===== src/rtl/apb_arb_pkg.sv =====
// ============================================================================
// Module      : apb_arb_pkg
// Description : Shared types and constants for the APB master arbiter.
// Revision    : 1.0 - initial release
// ============================================================================
`default_nettype none

`ifndef AY_APB_MAX_ADDR_WIDTH
`define AY_APB_MAX_ADDR_WIDTH 32
`endif
`ifndef AY_APB_MAX_DATA_WIDTH
`define AY_APB_MAX_DATA_WIDTH 32
`endif

package apb_arb_pkg;

   // APB transfer sequencer states
   typedef enum logic [1:0] {
      ST_IDLE   = 2'd0,
      ST_SETUP  = 2'd1,
      ST_ACCESS = 2'd2
   } apb_state_e;

   localparam int DEF_NUM_REQ        = 2;
   localparam int ID_WIDTH           = $clog2(DEF_NUM_REQ);
   localparam int DEF_TIMEOUT_CYCLES = 16;

   // Requester-index width for an arbitrary requester count (at least 1 bit)
   function automatic int id_width(input int n);
      return (n > 1) ? $clog2(n) : 1;
   endfunction

endpackage

`default_nettype wire


===== src/rtl/apb_rr_arbiter.sv =====
// ============================================================================
// Module      : apb_rr_arbiter
// Description : Combinational round-robin picker. Grants the first asserted
//               request at or after the pointer, wrapping around.
// Revision    : 1.0 - initial release
// ============================================================================
`default_nettype none

module apb_rr_arbiter
   import apb_arb_pkg::*;
#(
   parameter int NUM_REQ = DEF_NUM_REQ
) (
   input  logic [NUM_REQ-1:0]         req_i,
   input  logic [$clog2(NUM_REQ)-1:0] ptr_i,
   input  logic                       en_i,
   output logic [NUM_REQ-1:0]         gnt_o,
   output logic [$clog2(NUM_REQ)-1:0] gnt_idx_o,
   output logic                       gnt_valid_o
);

   localparam int ID_W = $clog2(NUM_REQ);

   logic [ID_W-1:0] cand_idx;
   logic            found;

   // Scan requesters starting at the pointer; the first hit wins
   always_comb begin
      gnt_o       = '0;
      gnt_idx_o   = '0;
      gnt_valid_o = 1'b0;
      cand_idx    = '0;
      found       = 1'b0;
      for (int k = 0; k < NUM_REQ; k++) begin
         cand_idx = ID_W'((int'(ptr_i) + k) % NUM_REQ);
         if (en_i && !found && req_i[cand_idx]) begin
            gnt_o[cand_idx] = 1'b1;
            gnt_idx_o       = cand_idx;
            found           = 1'b1;
         end
      end
      gnt_valid_o = found;
   end

endmodule

`default_nettype wire


===== src/rtl/apb_master_arbiter.sv =====
// ============================================================================
// Module      : apb_master_arbiter
// Description : Shares one APB master port among NUM_REQ requesters with
//               round-robin arbitration, SETUP/ACCESS sequencing, response
//               return and a wait-state timeout.
// Revision    : 1.0 - initial release
// ============================================================================
`default_nettype none

`ifndef AY_APB_MAX_ADDR_WIDTH
`define AY_APB_MAX_ADDR_WIDTH 32
`endif
`ifndef AY_APB_MAX_DATA_WIDTH
`define AY_APB_MAX_DATA_WIDTH 32
`endif

module apb_master_arbiter
   import apb_arb_pkg::*;
#(
   parameter int NUM_REQ        = DEF_NUM_REQ,
   parameter int ADDR_WIDTH     = `AY_APB_MAX_ADDR_WIDTH,
   parameter int DATA_WIDTH     = `AY_APB_MAX_DATA_WIDTH,
   parameter int TIMEOUT_CYCLES = DEF_TIMEOUT_CYCLES
) (
   input  logic                             clk,
   input  logic                             preset_n,
   input  logic [NUM_REQ-1:0]               req_valid,
   output logic [NUM_REQ-1:0]               req_ready,
   input  logic [NUM_REQ-1:0]               req_write,
   input  logic [NUM_REQ*ADDR_WIDTH-1:0]    req_addr,
   input  logic [NUM_REQ*DATA_WIDTH-1:0]    req_wdata,
   output logic                             rsp_valid,
   output logic [$clog2(NUM_REQ)-1:0]       rsp_id,
   output logic [DATA_WIDTH-1:0]            rsp_rdata,
   output logic                             rsp_slverr,
   output logic                             rsp_timeout,
   output logic [ADDR_WIDTH-1:0]            paddr,
   output logic                             pwrite,
   output logic                             psel,
   output logic                             penable,
   output logic [DATA_WIDTH-1:0]            pwdata,
   input  logic                             pready,
   input  logic [DATA_WIDTH-1:0]            prdata,
   input  logic                             pslverr
);

   localparam int ID_W   = id_width(NUM_REQ);
   localparam int TCNT_W = (TIMEOUT_CYCLES > 1) ? $clog2(TIMEOUT_CYCLES) : 1;
   localparam logic [TCNT_W-1:0] c_tcnt_last =
      TCNT_W'((TIMEOUT_CYCLES > 0) ? TIMEOUT_CYCLES - 1 : 0);
   localparam bit c_tmo_en = (TIMEOUT_CYCLES != 0);

   apb_state_e                state_q, state_d;
   logic [ID_W-1:0]           ptr_q, ptr_d;
   logic [ID_W-1:0]           owner_q, owner_d;
   logic [TCNT_W-1:0]         tcnt_q, tcnt_d;
   logic [ADDR_WIDTH-1:0]     paddr_q, paddr_d;
   logic [DATA_WIDTH-1:0]     pwdata_q, pwdata_d;
   logic                      pwrite_q, pwrite_d;
   logic                      psel_q, psel_d;
   logic                      penable_q, penable_d;
   logic                      rsp_valid_q, rsp_valid_d;
   logic [ID_W-1:0]           rsp_id_q, rsp_id_d;
   logic [DATA_WIDTH-1:0]     rsp_rdata_q, rsp_rdata_d;
   logic                      rsp_slverr_q, rsp_slverr_d;
   logic                      rsp_timeout_q, rsp_timeout_d;

   logic [NUM_REQ-1:0]        gnt;
   logic [ID_W-1:0]           gnt_idx;
   logic                      gnt_valid;
   logic                      arb_en;
   logic [ADDR_WIDTH-1:0]     sel_addr;
   logic [DATA_WIDTH-1:0]     sel_wdata;
   logic                      sel_write;

   assign arb_en = (state_q == ST_IDLE);

   apb_rr_arbiter #(
      .NUM_REQ (NUM_REQ)
   ) u_rr_arbiter (
      .req_i       (req_valid),
      .ptr_i       (ptr_q),
      .en_i        (arb_en),
      .gnt_o       (gnt),
      .gnt_idx_o   (gnt_idx),
      .gnt_valid_o (gnt_valid)
   );

   // Accept pulse only exists while the sequencer is idle
   assign req_ready = gnt;

   // Route the granted requester's payload toward the APB capture registers
   always_comb begin
      sel_addr  = '0;
      sel_wdata = '0;
      sel_write = 1'b0;
      for (int i = 0; i < NUM_REQ; i++) begin
         if (gnt[i]) begin
            sel_addr  = req_addr[i*ADDR_WIDTH +: ADDR_WIDTH];
            sel_wdata = req_wdata[i*DATA_WIDTH +: DATA_WIDTH];
            sel_write = req_write[i];
         end
      end
   end

   // Next-state and registered-output logic for the APB sequencer
   always_comb begin
      state_d       = state_q;
      ptr_d         = ptr_q;
      owner_d       = owner_q;
      tcnt_d        = tcnt_q;
      paddr_d       = paddr_q;
      pwdata_d      = pwdata_q;
      pwrite_d      = pwrite_q;
      psel_d        = psel_q;
      penable_d     = penable_q;
      rsp_valid_d   = 1'b0;
      rsp_id_d      = rsp_id_q;
      rsp_rdata_d   = rsp_rdata_q;
      rsp_slverr_d  = rsp_slverr_q;
      rsp_timeout_d = rsp_timeout_q;

      unique case (state_q)
         ST_IDLE: begin
            if (gnt_valid) begin
               paddr_d   = sel_addr;
               pwdata_d  = sel_wdata;
               pwrite_d  = sel_write;
               owner_d   = gnt_idx;
               psel_d    = 1'b1;
               penable_d = 1'b0;
               ptr_d     = (gnt_idx == ID_W'(NUM_REQ - 1)) ? '0 : gnt_idx + ID_W'(1);
               state_d   = ST_SETUP;
            end
         end
         ST_SETUP: begin
            penable_d = 1'b1;
            state_d   = ST_ACCESS;
         end
         ST_ACCESS: begin
            if (pready) begin
               psel_d        = 1'b0;
               penable_d     = 1'b0;
               tcnt_d        = '0;
               rsp_valid_d   = 1'b1;
               rsp_id_d      = owner_q;
               rsp_rdata_d   = pwrite_q ? '0 : prdata;
               rsp_slverr_d  = pslverr;
               rsp_timeout_d = 1'b0;
               state_d       = ST_IDLE;
            end else if (c_tmo_en && (tcnt_q == c_tcnt_last)) begin
               // Slave exceeded its wait-state budget: abort with an error
               psel_d        = 1'b0;
               penable_d     = 1'b0;
               tcnt_d        = '0;
               rsp_valid_d   = 1'b1;
               rsp_id_d      = owner_q;
               rsp_rdata_d   = '0;
               rsp_slverr_d  = 1'b1;
               rsp_timeout_d = 1'b1;
               state_d       = ST_IDLE;
            end else begin
               tcnt_d = tcnt_q + TCNT_W'(1);
            end
         end
         default: begin
            psel_d    = 1'b0;
            penable_d = 1'b0;
            tcnt_d    = '0;
            state_d   = ST_IDLE;
         end
      endcase
   end

   // State and output registers, cleared asynchronously
   always_ff @(posedge clk or negedge preset_n) begin
      if (!preset_n) begin
         state_q       <= ST_IDLE;
         ptr_q         <= '0;
         owner_q       <= '0;
         tcnt_q        <= '0;
         paddr_q       <= '0;
         pwdata_q      <= '0;
         pwrite_q      <= 1'b0;
         psel_q        <= 1'b0;
         penable_q     <= 1'b0;
         rsp_valid_q   <= 1'b0;
         rsp_id_q      <= '0;
         rsp_rdata_q   <= '0;
         rsp_slverr_q  <= 1'b0;
         rsp_timeout_q <= 1'b0;
      end else begin
         state_q       <= state_d;
         ptr_q         <= ptr_d;
         owner_q       <= owner_d;
         tcnt_q        <= tcnt_d;
         paddr_q       <= paddr_d;
         pwdata_q      <= pwdata_d;
         pwrite_q      <= pwrite_d;
         psel_q        <= psel_d;
         penable_q     <= penable_d;
         rsp_valid_q   <= rsp_valid_d;
         rsp_id_q      <= rsp_id_d;
         rsp_rdata_q   <= rsp_rdata_d;
         rsp_slverr_q  <= rsp_slverr_d;
         rsp_timeout_q <= rsp_timeout_d;
      end
   end

   assign paddr       = paddr_q;
   assign pwdata      = pwdata_q;
   assign pwrite      = pwrite_q;
   assign psel        = psel_q;
   assign penable     = penable_q;
   assign rsp_valid   = rsp_valid_q;
   assign rsp_id      = rsp_id_q;
   assign rsp_rdata   = rsp_rdata_q;
   assign rsp_slverr  = rsp_slverr_q;
   assign rsp_timeout = rsp_timeout_q;

endmodule

`default_nettype wire

===== config.mk =====
export PLATFORM = sky130hd
export DESIGN_NAME = apb_master_arbiter
export DESIGN_NICKNAME = d
export VERILOG_FILES = /design/src/rtl/apb_arb_pkg.sv /design/src/rtl/apb_rr_arbiter.sv /design/src/rtl/apb_master_arbiter.sv
export SDC_FILE = /design/constraint.sdc
export NUM_CORES = 1
export LEC_CHECK = 0
export BUFFER_PORTS_ARGS = -buffer_cell sky130_fd_sc_hd__buf_2
export CORE_ASPECT_RATIO = 1.2
export CORE_MARGIN = 8
export CORE_UTILIZATION = 44
export DETAILED_ROUTE_END_ITERATION = 10
export HOLD_SLACK_MARGIN = 0.03
export PLACE_DENSITY = 0.81
export SLEW_MARGIN = 10
export SYNTH_ARGS = -nofsm -noshare
export SYNTH_HDL_FRONTEND = slang
export SYNTH_HIERARCHICAL = 1
export SYNTH_SLANG_ARGS = --single-unit

===== constraint.sdc =====
create_clock -name clk -period 2.1 [get_ports clk]
set_input_delay 0.315 -clock clk [delete_from_list [all_inputs] [get_ports clk]]
set_output_delay 0.315 -clock clk [all_outputs]
set_load 0.02 [all_outputs]

Word-level counts from Yosys, hierarchy flattened
Cells that the tools add are included.
- register bits: 111
- bits of input ports: 168
- output and inout bits: 105
- word-level logic and storage cells: 86
- reduce and logical (&&, ||, !) cells: 13
- muxes and demuxes: 45
- order comparisons: 4
- eq/ne operators: 5
- bitwise operators: 2
- add/sub/neg operators: 3
- operator list (cell ; count):
    $mux 32 ; 7
    $mux 1 ; 25
    $mux 2 ; 5
    $mux 4 ; 2
    $pmux 4 s2 ; 1
    $pmux 1 s3 ; 2
    $pmux 2 s3 ; 1
    $reduce_and 2->1 ; 3
    $logic_and 1x1->1 ; 5
    $add 4x1->4 const B ; 1
    $eq 4x4->1 const B ; 1
    $lt 1x2->1 const B ; 2
    $ne 3x3->1 const B ; 1
    $reduce_and 3->1 ; 1
    $add 1x1->1 const B ; 2
    $demux 1 s1 ; 2
    $eq 2x1->1 const B ; 1
    $eq 2x2->1 const B ; 1
    $ge 1x1->1 const B ; 2
    $logic_not 2->1 ; 1
    $ne 2x2->1 const B ; 1
    $or 2x2->2 ; 1
    $reduce_bool 2->1 ; 1
    $reduce_or 2->1 ; 1
    2 further kinds ; 2

Logic depth before layout (Yosys ltp)
- word-level depth: 10
- mapped depth: 9

Cells and area by module
The synthesis kept the hierarchy.
- modules (own cells, without submodules) (module ; area each (µm²) ; cells an instance ; times used ; seq. area each (µm²)):
    apb_master_arbiter ; 4588.2 ; 413 ; 1 ; 2752.6
    apb_rr_arbiter ; 33.8 ; 7 ; 1 ; 0.0

Least setup slack after synthesis
OpenSTA, ideal clock, no wires.
- path kind: flip-flop to flip-flop
- start point: reg state_q[1]
- end point: reg paddr_q[10] (netlist: paddr[10])
- data arrival time: 2223 ps
- stages on the path, launching flop included: 9
- setup slack: -200 ps
- path buffers: 3
- setup time: 77 ps
- cell sequence: dfrtp_1 -> buf_1 -> nor2_1 -> nand2_1 -> a21oi_1 -> buf_4 -> clkbuf_1 -> a22oi_1 -> a21oi_1
- elaborated cells on any way between the ends: 13
- those cells by class: mux: 6; bitwise: 1; reduce/logical: 6
- RTL lines (what ; line ; RTL):
    start: declaration ; apb_master_arbiter.sv:53 ; apb_state_e state_q, state_d;
    start signal: assignment ; apb_master_arbiter.sv:193 ; state_q <= state_d;
    $logic_not 2->1 * ; apb_master_arbiter.sv:76 ; assign arb_en = (state_q == ST_IDLE);
    via arb_en ; apb_master_arbiter.sv:71 ; logic arb_en;
    $logic_and 1x1->1 ; apb_rr_arbiter.sv:36 ; if (en_i && !found && req_i[cand_idx]) begin
    $mux 1 ; apb_rr_arbiter.sv:36 ;
    $logic_not 1->1 ; apb_rr_arbiter.sv:36 ;
    $logic_and 1x1->1 (2 in a row) ; apb_rr_arbiter.sv:36 ;
    $mux 2 * ; apb_rr_arbiter.sv:36 ;
    via req_ready[1] ; apb_master_arbiter.sv:28 ; output logic [NUM_REQ-1:0] req_ready,
    $mux 32 * ; apb_master_arbiter.sv:98 ; if (gnt[i]) begin
    end signal: assignment ; apb_master_arbiter.sv:197 ; paddr_q <= paddr_d;
    end: declaration ; apb_master_arbiter.sv:57 ; logic [ADDR_WIDTH-1:0] paddr_q, paddr_d;
The timed path passes the listed nets; every way through them passes the cells marked *.
A chain may end at the register's enable or synchronous reset.

Worst setup path in the final report
- start point: reg state_q[1]
- end point: out req_ready[1]
- cells in the longest elaborated chain, start to end: 7
- elaborated cells on any way between the ends: 9
- those cells by class: mux: 3; bitwise: 1; reduce/logical: 5
- RTL lines (what ; line):
    $logic_not 2->1 * ; apb_master_arbiter.sv:76
    via arb_en ; apb_master_arbiter.sv:71
    $logic_and 1x1->1 ; apb_rr_arbiter.sv:36
    $mux 1 ; apb_rr_arbiter.sv:36
    $logic_not 1->1 ; apb_rr_arbiter.sv:36
    $logic_and 1x1->1 (2 in a row) ; apb_rr_arbiter.sv:36
    $mux 2 * ; apb_rr_arbiter.sv:36
    end: declaration ; apb_master_arbiter.sv:28
Marked as above.

==> results.py <==
metrics = {
    "setup_path": {
        "r2r-start": "state_q[1]$_DFFE_PN0P_",
        "max_stage_delay_ns": 0.38,
        "critPathRequiredTime_ns": 1.78,
        "cp_top_family": "flip-flops",
        "crit_fanout": 10,
        "end_kind": "primary output",
        "crit_chain": "nor2_1, nand2_1, a21oi_4, buf_2",
        "cp_slowest_cell": "dfrtp_1",
        "cp-startpoint": "state_q[1]$_DFFE_PN0P_",
        "worstSetupPathType": "flip-flop to primary output",
        "critPathBufInv": 1,
        "arrival_ns": 1.57,
        "critPathLaunchType": "flip-flop",
    },
    "power": {
        "clock_power_share": 0.150,
        "swShare": 0.440,
        "p_leak_uw": 0.00325,
        "p_int_uw": 6320,
        "switchingPower_uw": 4970,
        "power_density_nw_per_um2": 1760,
        "peakVddDrop_mv": 0.803,
        "total_power_uw": 11300,
        "combPwrFrac": 0.514,
        "p_seq_frac": 0.336,
    },
    "die": {
        "die_area_um2": 14100,
        "die_x_um": 110,
        "core_um2": 10400,
        "rows": 41,
        "initial_core_util": 0.446,
        "pin_count": 273,
        "die_h_um": 128,
    },
    "yosys": {
        "syn_area_per_cell_um2": 11.0,
        "syn_nets": 589,
        "synthArstFlopShare": 1.00,
        "yosysTopAreaCell": "dfrtp_1",
        "ys_types": 36,
        "netlist_instances": 420,
        "yosysSeqAreaShare": 0.596,
        "yosysTopAreaCellShare": 0.596,
        "synthTopCellsByArea": "dfrtp_1, a22oi_1, a21oi_1",
        "synth_common_cells": "dfrtp_1, a21oi_1, nor2_1, a22oi_1, a22o_1",
        "synthMostInstantiatedCell": "dfrtp_1",
        "yosysWarnings": 6,
        "synth_seq_cells": 110,
        "synth_edf_count": 0,
        "synth_ff_type": "dfrtp_1",
        "synth_area_um2": 4620,
    },
    "global_routing": {
        "grt_pass1_vias": 4721,
        "grt_pass1_wl_um": 23800,
        "overflow": 0,
        "antenna_found_initial": 1,
        "grt_use_total": 0.214,
        "grt_max_degree": 68,
    },
    "route": {
        "drt_iter0_drc": 268,
        "avgRoutedWirePerCell_um": 18.5,
        "firstDrtPassIters": 5,
        "vias_per_cell": 5.40,
        "drt_wl_total_um": 15100,
        "met2_length_um": 7340,
        "met3_wirelength_um": 1680,
        "route.layer.met1.wl_um": 5810,
        "highest_layer": "met5",
        "antenna_left": 0,
        "dr_total_vias": 4396,
        "post-route-drc-count": 0,
    },
    "sta": {
        "fin_crit_sh": 0.895,
        "min_period_ns": 1.88,
        "worst_pin_slew_ns": 0.376,
        "slew_headroom": 0.749,
        "tns_ns": 0,
        "fin_skew_ns": 0.0103,
        "rsz0062_at_grt": "false",
        "hold_violations": 0,
        "setup_viol": 0,
        "fmax_mhz": 532,
        "drv_slew": 0,
    },
    "finish": {
        "nNetsFinal": 849,
        "instances_no_fill": 814,
        "syn_to_final_growth_pct": 39.1,
        "drive_gt1_frac": 0.455,
        "diodes": 0,
        "fin_util": 0.620,
    },
    "place": {
        "hpwlAfterDp_um": 11700,
        "dp_cells": 797,
        "port_buffers": 272,
        "routabilityCongestion": 0.822,
    },
    "cts": {
        "clockRootBuffer": "clkbuf_16",
        "tritoncts": "yes",
        "cts_max_path_buffers": 2,
        "cts_hold_buf": 1,
        "numCtsBuffers": 9,
        "worstSkewPairLatency_ns": 0.34,
        "cts.clk_slew.worst_paths_ns": 0.06,
        "cts_resized": 0,
        "cts_max_level": 3,
        "clkSinkCount": 110,
        "post_cts.repair.setup_buffers": 0,
    },
    "hold_path": {
        "hp-class": "input port to flip-flop",
        "hold_path_startpoint": "pslverr",
    },
    "flow_run": {
        "maxCapViolCount": 0,
    },
    "status": {
        "status": "finished clean",
    },
}
-- area by class of cell --
class | count | area, µm²
multi-input combinational | 266 | 1650
tap | 129 | 161
sequential | 110 | 2750
timing repair buffer | 288 | 1550
fill | 894 | 3930
clock inverter | 5 | 58.8
clock buffer | 11 | 243
inverter | 5 | 18.8
-- metrics by stage --
stage	hold WS (ns)	worst slack [ns]	instance area (µm²)
after floorplan	0.0194	0.00994	4630
after global placement	0.255	0.393	6120
after detailed placement	0.261	0.271	6120
after CTS	0.180	0.185	6430
after global routing	0.189	0.117	6430
final	0.195	0.220	6430
-- power by group through the flow --
stage | Sequential, µW | Clock (µW) | Combinational, µW
after CTS | 3790 | 1740 | 5870
final | 3790 | 1700 | 5800
after detailed placement | 3810 | 0 | 5850
after floorplan | 5020 | 0 | 2640
after global routing | 3920 | 1830 | 6370
after global placement | 3770 | 0 | 5660
-- per-layer routing --
layer / global-route usage / up-vias
met5: 0 / -
met4: 0.0788 / 2
met3: 0.0684 / 26
met2: 0.357 / 249
met1: 0.248 / 2068
li1: - / 2051
-- registers in the layout (all words and copies together) (netlist names) --
register	flops
rsp_valid	1
tcnt_q	4
rsp_slverr	1
rsp_id	1
psel	1
pwrite	1
paddr	32
state_q	2
ptr_q	1
pwdata	32
rsp_timeout	1
rsp_rdata	32
owner_q	1
-- worst register-to-register path, stage by stage, from the launching register on --
cell and delay, ns:
dfrtp_1 0.38, nor2_1 0.18, nand2_1 0.13, a21oi_4 0.30, buf_4 0.39, a22oi_1 0.17, a21oi_1 0.18
-- layout by cell type, fill, tap and decap left out, types with 2 or more instances in the layout --
master        n
a22oi_1      64
a21oi_1      66
buf_4        11
buf_2       271
buf_12        5
a22o_1       33
nor2_1       68
mux2i_1       2
clkbuf_16     9
nor2b_4       2
mux2_2        2
inv_1         4
clkinvlp_4    2
dfrtp_1     110
o21ai_0       2
nand2_1       7
-- cells by family (layout without fill, tap and decap cells) --
| logic type | count (synthesis) | count (layout) | synth area share |
|---|---|---|---|
| compound gates | 175 | 175 | 0.256 |
| fa+ha+maj | 1 | 1 | 0.00271 |
| buf+inv | 44 | 309 | 0.0547 |
| flops | 110 | 110 | 0.596 |
| mux | 5 | 5 | 0.0116 |
| simple gates | 85 | 85 | 0.0790 |
-- path summary, 6_finish.rpt --
path,to,slack [ns],cells after the start
max,req_ready[1],0.22,4
min,rsp_slverr$_DFFE_PN0P_,0.20,2
max reg2reg,pwdata[24]$_DFFE_PN0P_,0.29,6
min reg2reg,psel$_DFFE_PN0P_,0.48,1
max in group asynchronous,pwdata[1]$_DFFE_PN0P_,1.05,3
min in group asynchronous,rsp_rdata[28]$_DFFE_PN0P_,0.44,2
Power figures use the tool's default switching activity.
